[src/rtl/cpi_calculator_if.sv]
// cpi_calculator_if: retire/halt inputs and CPI result outputs of the CPI calculator
interface cpi_calculator_if #(
  parameter int CNT_W = 16
);
  logic             i_clear;
  logic             i_instr_retired;
  logic             i_processor_hlt;
  logic [CNT_W-1:0] i_cycle_count;
  logic [CNT_W-1:0] o_instr_count;
  logic [CNT_W-1:0] o_cpi;
  logic             o_valid;
  logic             o_busy;
  logic             o_div_by_zero;
  logic             o_saturated;
  modport slave (
    input  i_clear, i_instr_retired, i_processor_hlt, i_cycle_count,
    output o_instr_count, o_cpi, o_valid, o_busy, o_div_by_zero, o_saturated
  );
  modport master (
    output i_clear, i_instr_retired, i_processor_hlt, i_cycle_count,
    input  o_instr_count, o_cpi, o_valid, o_busy, o_div_by_zero, o_saturated
  );
endinterface

[src/rtl/cpi_calculator.sv]
// cpi_calculator: counts retired instructions until halt, then divides the frozen cycle count by them into fixed-point CPI
module cpi_calculator #(
  parameter int CNT_W     = 16,
  parameter int FRAC_BITS = 8
) (
  input logic             clk,
  input logic             reset,
  cpi_calculator_if.slave bus
);
  localparam int DW = CNT_W + FRAC_BITS;
  localparam int IW = $clog2(DW + 1);
  typedef enum logic [2:0] {IDLE, SETTLE, DIV, FINISH, DONE} state_t;
  state_t           r_state, w_next;
  logic [CNT_W-1:0] r_cnt, r_n, r_cpi;
  logic [DW-1:0]    r_dvd, r_quo;
  logic [CNT_W:0]   r_rem, w_rem_sh, w_rem_nx;
  logic [IW-1:0]    r_iter;
  logic             r_valid, r_busy, r_dbz, r_sat, w_ge, w_last, w_hi;
  assign w_rem_sh = {r_rem[CNT_W-1:0], r_dvd[DW-1]};
  assign w_ge     = w_rem_sh >= {1'b0, r_n};
  assign w_rem_nx = w_ge ? w_rem_sh - {1'b0, r_n} : w_rem_sh;
  assign w_last   = r_iter == IW'(DW - 1);
  assign w_hi     = |r_quo[DW-1:CNT_W];
  // next state; clear overrides everything and DONE is only left by clear/reset
  always_comb begin
    w_next = r_state;
    case (r_state)
      IDLE:    w_next = bus.i_processor_hlt ? SETTLE : IDLE;
      SETTLE:  w_next = (r_cnt == '0) ? FINISH : DIV;
      DIV:     w_next = w_last ? FINISH : DIV;
      FINISH:  w_next = DONE;
      DONE:    w_next = DONE;
      default: w_next = IDLE;
    endcase
    if (bus.i_clear) w_next = IDLE;
  end
  // state register
  always_ff @(posedge clk or posedge reset) begin
    if (reset) r_state <= IDLE;
    else       r_state <= w_next;
  end
  // instruction counter, operand capture, restoring divider and result registers
  always_ff @(posedge clk or posedge reset) begin
    if (reset) begin
      r_cnt   <= '0;
      r_n     <= '0;
      r_cpi   <= '0;
      r_dvd   <= '0;
      r_quo   <= '0;
      r_rem   <= '0;
      r_iter  <= '0;
      r_valid <= 1'b0;
      r_busy  <= 1'b0;
      r_dbz   <= 1'b0;
      r_sat   <= 1'b0;
    end else if (bus.i_clear) begin
      r_cnt   <= '0;
      r_n     <= '0;
      r_cpi   <= '0;
      r_dvd   <= '0;
      r_quo   <= '0;
      r_rem   <= '0;
      r_iter  <= '0;
      r_valid <= 1'b0;
      r_busy  <= 1'b0;
      r_dbz   <= 1'b0;
      r_sat   <= 1'b0;
    end else begin
      r_busy <= w_next inside {SETTLE, DIV, FINISH};
      if (r_state == IDLE && bus.i_instr_retired && r_cnt != '1) r_cnt <= r_cnt + 1'b1;
      if (r_state == SETTLE) begin
        r_n    <= r_cnt;
        r_dbz  <= r_cnt == '0;
        r_dvd  <= {bus.i_cycle_count, {FRAC_BITS{1'b0}}};
        r_rem  <= '0;
        r_quo  <= '0;
        r_iter <= '0;
      end
      if (r_state == DIV) begin
        r_rem  <= w_rem_nx;
        r_quo  <= {r_quo[DW-2:0], w_ge};
        r_dvd  <= r_dvd << 1;
        r_iter <= r_iter + 1'b1;
      end
      if (r_state == FINISH) begin
        r_cpi   <= (r_dbz || w_hi) ? '1 : r_quo[CNT_W-1:0];
        r_sat   <= !r_dbz && w_hi;
        r_valid <= 1'b1;
      end
    end
  end
  assign bus.o_instr_count = r_cnt;
  assign bus.o_cpi         = r_cpi;
  assign bus.o_valid       = r_valid;
  assign bus.o_busy        = r_busy;
  assign bus.o_div_by_zero = r_dbz;
  assign bus.o_saturated   = r_sat;
endmodule

[src/flat_wrapper.sv]
// flat-port wrapper written by rule: the top's interface ports become plain ports
module cpi_calculator_flat 
#(
  parameter int CNT_W     = 16,
  parameter int FRAC_BITS = 8
)
  (clk, reset, bus_i_clear, bus_i_instr_retired, bus_i_processor_hlt, bus_i_cycle_count, bus_o_instr_count, bus_o_cpi, bus_o_valid, bus_o_busy, bus_o_div_by_zero, bus_o_saturated);
  cpi_calculator_if #(.CNT_W(CNT_W)) bus_i ();
  input logic clk;
  input logic reset;
  input wire logic [$bits(bus_i.i_clear)-1:0] bus_i_clear;
  input wire logic [$bits(bus_i.i_instr_retired)-1:0] bus_i_instr_retired;
  input wire logic [$bits(bus_i.i_processor_hlt)-1:0] bus_i_processor_hlt;
  input wire logic [$bits(bus_i.i_cycle_count)-1:0] bus_i_cycle_count;
  output wire logic [$bits(bus_i.o_instr_count)-1:0] bus_o_instr_count;
  output wire logic [$bits(bus_i.o_cpi)-1:0] bus_o_cpi;
  output wire logic [$bits(bus_i.o_valid)-1:0] bus_o_valid;
  output wire logic [$bits(bus_i.o_busy)-1:0] bus_o_busy;
  output wire logic [$bits(bus_i.o_div_by_zero)-1:0] bus_o_div_by_zero;
  output wire logic [$bits(bus_i.o_saturated)-1:0] bus_o_saturated;
  assign bus_i.i_clear = bus_i_clear;
  assign bus_i.i_instr_retired = bus_i_instr_retired;
  assign bus_i.i_processor_hlt = bus_i_processor_hlt;
  assign bus_i.i_cycle_count = bus_i_cycle_count;
  assign bus_o_instr_count = bus_i.o_instr_count;
  assign bus_o_cpi = bus_i.o_cpi;
  assign bus_o_valid = bus_i.o_valid;
  assign bus_o_busy = bus_i.o_busy;
  assign bus_o_div_by_zero = bus_i.o_div_by_zero;
  assign bus_o_saturated = bus_i.o_saturated;
  cpi_calculator #(.CNT_W(CNT_W), .FRAC_BITS(FRAC_BITS)) u_core (.clk(clk), .reset(reset), .bus(bus_i));
endmodule
[config.mk]
export PLATFORM = sky130hd
export DESIGN_NAME = cpi_calculator_flat
export DESIGN_NICKNAME = d
export VERILOG_FILES = /design/src/rtl/cpi_calculator_if.sv /design/src/rtl/cpi_calculator.sv /design/src/flat_wrapper.sv
export SDC_FILE = /design/constraint.sdc
export NUM_CORES = 1
export LEC_CHECK = 0
export ABC_AREA = 1
export CORE_MARGIN = 5
export CORE_UTILIZATION = 46
export CTS_CLUSTER_DIAMETER = 200
export CTS_CLUSTER_SIZE = 14
export DETAILED_ROUTE_END_ITERATION = 16
export PLACE_DENSITY = 0.69
export SLEW_MARGIN = 20
export SYNTH_ARGS = -nofsm -noshare
export SYNTH_HDL_FRONTEND = slang
export SYNTH_SLANG_ARGS = --single-unit
[constraint.sdc]
create_clock -name clk -period 3.3 [get_ports clk]
set_input_delay 0.495 -clock clk [delete_from_list [all_inputs] [get_ports clk]]
set_output_delay 0.495 -clock clk [all_outputs]
set_load 0.1 [all_outputs]
==> impl_metrics.tcl, run 1 <==
set metrics [dict create \
    fin_tns_setup_ns 0 \
    grt_pass1_wl_mm 25.4 \
    yosys-top-cells-area "dfrtp_1 46%, nand2_1 15%, inv_1 7.1%" \
    n_antenna_cell 0 \
    synth_top_cell_by_area "dfrtp_1" \
    critPathLaunchType "flip-flop" \
    cp_slowest_cell "clkdlybuf4s50_1" \
    die_h_um 127 \
    async_reset_ff_share_pct 100 \
    cts_resized 0 \
    postSynthCellCount 801 \
    synth_flop_cell "dfrtp_1" \
    post_cts_buffers 0 \
    num_rows 42 \
    core_mm2 0.0133 \
    worstMarginPinSlew_ns 1.09 \
    clk-insertion-delay-late_ns 0.42 \
    hpwl_mm 10.1 \
    crit_required_ns 2.80 \
    tritoncts "yes" \
    htree_num_levels 4 \
    min_path_type "reg2reg" \
    first_pass_iters 5 \
    synth_seq_area_share_pct 46.0 \
    path_clk_slew_ns 0.05 \
    grt_pass1_vias 5331 \
    die_w_um 127 \
    wl_per_cell_um 14.2 \
    path_class "reg2out" \
    arrival_ns 2.00 \
    yosys_register_bits 116 \
    syn_area_per_cell_um2 7.88 \
    yosysUniqueCellTypes 39 \
    end_kind "primary output" \
    via_per_inst 5.18 \
    pre_cts_ws_ns 0.811 \
    finalCritPeriodShare_pct 75.7 \
    whs_ns 0.477 \
    synth.cells.most_frequent "248 x nand2_1, 119 x inv_1, 116 x dfrtp_1" \
    critical-path-top-delay-family "buffers and inverters" \
    pwr_density_cell_mw_per_mm2 957 \
    setup_slack_ns 0.803 \
    gr-total-overflow 0 \
    vias 5407 \
    io_pins 57 \
    die_area_mm2 0.0162 \
    cts-root-buf "clkbuf_16" \
    fmax_mhz 400 \
    syn2layout_area_growth_pct 19.4 \
    nets 897 \
    r2r_slack_ns 0.96 \
    setup_viol 0 \
    n_fill_cell 1245 \
    synth-edff-count 0 \
    rsz0062_at_grt "no" \
    cts_buffers 17 \
    ys_warn_count 0 \
    finalHoldViolations 0 \
    crit_fanout 4 \
    skew_ns 0.00742 \
    first_iter_violations 314 \
    grt_use_total_pct 19.3 \
    antenna_left 0 \
    slowest_delay_ns 1.17 \
    start_util_pct 47.3 \
    cts_hold_buf 0 \
    synth_fp_nets 842 \
    grt_max_degree 117 \
    yosysMostFrequentCell "nand2_1" \
    maxCapViolCount 0 \
    drive_gt1_share_pct 8.18 \
    path_buf_inv 1 \
    drv_slew 0 \
    cts_sinks 116 \
    place_congestion 0.880 \
    netlist_area_mm2 0.00631 \
    post-route-min-period_ns 2.50 \
    drt_wl_total_mm 14.8 \
    multi_input_area_mm2 0.00283 \
    antenna_found_initial 0 \
    worstPathCellList "clkdlybuf4s50_1" \
    io_buffers 56 \
    ir_worst_vdd_mv 0.616 \
    regArea_mm2 0.00290 \
    p_leak_nw 3.89 \
    slew-limit-headroom_pct 27.3 \
    synth_top_area_share_pct 46.0 \
    outcome "completed" \
    utilization_pct 56.5 \
    drc 0 \
    cts.path.max_buffers 2 \
]
==> placed cells by master, fill, tap and decap left out, types with 2 or more instances in the layout <==
cell type          n
nor2_2             4
buf_4             15
nor3_2             2
dfrtp_1          116
clkbuf_16         17
nand3_1           57
o22ai_1           41
ha_1              19
clkinv_4           2
and2_1             4
a21oi_1           12
nor2_4             2
nand2_2            5
a32o_1             2
mux2i_1           14
inv_1            118
nand3_2            2
nand2_1          248
nand3b_1          12
nor4_1             2
xnor2_1            5
nor3_1             9
nor2_1            29
a21oi_2            3
clkinvlp_4         5
o31ai_1            2
clkinv_2           5
clkdlybuf4s50_1   45
nand4_1           14
o21ai_0           36
or2_2              2
xor2_1             3
o21ai_1            4
==> per-layer routing <==
layer	routed length, um	global-route usage (%)	vias to the layer above	share of wire, %
li1	-	-	2720	-
met1	6850	25.9	2547	46
met2	6950	30.2	125	47
met3	875	5.22	15	5.9
met4	153	7.07	0	1.0
met5	0	0	-	0
==> final timing paths <==
kind	start	endpoint	depth (start not counted)
min in group asynchronous	reset	u_core.r_rem[15]	3
worst min register to register	u_core.bus.o_cpi[8]	u_core.bus.o_cpi[8]	2
worst max register to register	u_core.r_rem[10]	u_core.r_rem[14]	13
max in group asynchronous	reset	u_core.bus.o_instr_count[9]	3
worst min-delay path	u_core.bus.o_cpi[8]	u_core.bus.o_cpi[8]	2
worst max-delay path	u_core.bus.o_instr_count[14]	bus_o_instr_count[14]	1
==> area by class of cell <==
class                           instances  share of cell area (%)
Clock inverter                         13                    1.48
Timing Repair Buffer                   61                    7.73
Multi-Input combinational cell        541                    37.6
Tap cell                              176                    2.92
Inverter                              119                    5.97
Clock buffer                           18                    5.82
Sequential cell                       116                    38.5
==> per-stage QoR <==
step	area [um2]	power (W)	instances
2_1_floorplan	6320	0.00474	801
3_3_place_gp	6990	0.00543	1013
3_5_place_dp	6990	0.00546	1013
4_1_cts	7540	0.00720	1044
5_1_grt	7540	0.00782	1044
6_report	7540	0.00722	1044
==> report_power, final <==
part	total (W)	switching [W]	internal, W
Sequential	0.00166	0.000108	0.00156
Combinational	0.00385	0.00265	0.00120
Clock	0.00171	0.000662	0.00104
==> cells by family (layout without fill, tap and decap cells) <==
group | Yosys count | count (layout) | share of synthesized area [%]
buffers and inverters | 144 | 211 | 9.14
AO/OA/AOI/OAI | 104 | 104 | 9.75
multiplexers | 14 | 14 | 2.22
AND/OR/NAND/NOR | 395 | 395 | 27.7
flip-flops | 116 | 116 | 46.0
adder cells (fa/ha/maj) | 20 | 20 | 4.08
XOR/XNOR | 8 | 8 | 1.11
==> registers in the layout, summed over array words and instances (netlist names) <==
register / cells
u_core.r_dvd: 16
u_core.bus.o_valid: 1
u_core.bus.o_div_by_zero: 1
u_core.r_state: 3
u_core.r_rem: 16
u_core.r_n: 16
u_core.bus.o_busy: 1
u_core.r_iter: 5
u_core.bus.o_cpi: 16
u_core.bus.o_instr_count: 16
u_core.bus.o_saturated: 1
u_core.r_quo: 24
Power figures use the tool's default switching activity.
==> run 2: changes to the inputs <==
- clock period: 3.3 -> 2.1 ns (I/O delays scaled with it)
==> impl_metrics.tcl, run 2 (same netlist as run 1, synthesis figures left out) <==
set metrics [dict create \
    nets 912 \
    io_pins 57 \
    crit_fanout 12 \
    wl_per_cell_um 14.1 \
    slew-limit-headroom_pct 54.9 \
    cp_slowest_cell "dfrtp_1" \
    grt_use_total_pct 19.5 \
    grt_pass1_wl_mm 25.7 \
    place_inst 1028 \
    end_kind "flip-flop" \
    critical-path-top-delay-family "simple AND/OR/NAND/NOR gates" \
    worstMarginPinSlew_ns 0.676 \
    fin_area_mm2 0.00767 \
    path_clk_slew_ns 0.06 \
    die_w_um 127 \
    hpwl_mm 10.8 \
    drv_slew 0 \
    syn2layout_area_growth_pct 21.5 \
    first_pass_iters 5 \
    finalHoldViolations 0 \
    ir_worst_vdd_mv 1.97 \
    r2r_slack_ns 0.12 \
    met2_usage_pct 30.6 \
    core_mm2 0.0133 \
    antenna_left 0 \
    slowest_delay_ns 0.39 \
    crit_required_ns 2.40 \
    largest_register "u_core.r_quo" \
    layout.cells.non_filler 1058 \
    arrival_ns 2.28 \
    cts.path.max_buffers 2 \
    drc 0 \
    path_buf_inv 2 \
    drive_gt1_share_pct 12.9 \
    skew_ns 0.0100 \
    final_cell_mix "248 x nand2_1, 118 x inv_1, 112 x dfrtp_1, 56 x nand3_1, 52 x buf_4" \
    start_util_pct 47.3 \
    use_met1_pct 27.2 \
    antenna_found_initial 0 \
    cts-root-buf "clkbuf_16" \
    cts_sinks 116 \
    p_leak_nw 4.04 \
    placed_cell_area_mm2 0.00708 \
    post-route-min-period_ns 1.98 \
    grt_busiest_layer "met2" \
    htree_num_levels 4 \
    pwr_density_cell_mw_per_mm2 1540 \
    n_antenna_cell 0 \
    min_path_type "in2async" \
    drt_wl_total_mm 14.9 \
    final_common_cell "nand2_1" \
    grt_pass1_vias 5250 \
    rsz0062_at_grt "yes" \
    die_h_um 127 \
    place_congestion 0.946 \
    via_per_inst 5.15 \
    setup_viol 0 \
    fmax_mhz 506 \
    num_rows 42 \
    use_met3_pct 3.67 \
    largest_reg_flops 24 \
    first_iter_violations 324 \
    clk-insertion-delay-late_ns 0.42 \
    outcome "completed" \
    cts_buffers 17 \
    vias 5448 \
    tritoncts "yes" \
    critPathLaunchType "flip-flop" \
    path_class "reg2reg" \
    crit_top_cell "nand2_1" \
    maxCapViolCount 0 \
    io_buffers 56 \
    worstPathCellList "ha_1 -> nand2_1 -> nand2_1 -> inv_1 -> nand2_1 -> nand2_1 -> nand3_2 -> nand2_2 -> buf_4 -> nand3b_1 -> nand3_1 -> nand2_1" \
    finalCritPeriodShare_pct 94.2 \
    die_area_mm2 0.0162 \
    grt_max_degree 30 \
    gr-total-overflow 0 \
]
==> run 2: changes by cell type in the layout (fill, tap and decap cells not counted), moves of 2 or more <==
cell,previous run,this run
clkbuf_1,0,2
buf_4,15,52
clkinvlp_4,5,3
clkdlybuf4s50_1,45,20
dfrtp_1,116,112
bufinv_16,1,3
dfrtp_2,0,4
buf_12,1,4
==> run 2: cell type report <==
cell class | instances | area, um2
tap | 176 | 220
fill | 1276 | 5680
timing repair buffer | 76 | 671
inverter | 119 | 450
clock inverter | 10 | 134
multi-input combinational | 541 | 2840
sequential | 116 | 2910
clock buffer | 20 | 447
==> run 2: repair_timing <==
action | CTS | global route
hold buffers | 0 | 0
endpoints found under the setup margin | 0 | 15
resized for setup | 0 | 2
setup buffers | 0 | 0
==> run 2: power by group <==
group / switching (W) / total [W] / leakage [nW] / internal (W)
clock: 0.00100 / 0.00287 / 0.281 / 0.00187
sequential: 0.000166 / 0.00261 / 1.60 / 0.00245
combinational: 0.00419 / 0.00631 / 2.16 / 0.00212
total: 0.00536 / 0.0118 / 4.04 / 0.00644
==> run 2: per-layer routing <==
metal  share of wire, %  wire length [um]
met2                 46              6930
met4                1.5               226
met5                  0                 0
met3                3.9               584
met1                 48              7170
==> run 2: metrics by stage <==
stage / setup slack (ns) / TNS (ns) / hold slack (ns) / power (W) / utilization (%)
3_5_place_dp: 0.136 / 0 / 0.467 / 0.00890 / 53.1
4_1_cts: 0.121 / 0 / 0.338 / 0.0118 / 57.4
6_report: 0.122 / 0 / 0.344 / 0.0118 / 57.5
3_3_place_gp: 0.136 / 0 / 0.466 / 0.00886 / 53.1
5_1_grt: -0.00594 / -0.00784 / 0.404 / 0.0128 / 57.5
2_1_floorplan: 0.0208 / 0 / 0.452 / 0.00745 / -
==> run 2: final timing paths <==
path | from | to | depth (start not counted)
max | u_core.r_rem[3] | u_core.r_rem[10] | 12
min | reset | u_core.bus.o_cpi[0] | 2
max reg2reg | u_core.r_rem[3] | u_core.r_rem[10] | 12
min reg2reg | u_core.bus.o_cpi[12] | u_core.bus.o_cpi[12] | 2
max in group asynchronous | reset | u_core.bus.o_instr_count[0] | 3
min in group clk | u_core.bus.o_cpi[12] | u_core.bus.o_cpi[12] | 2
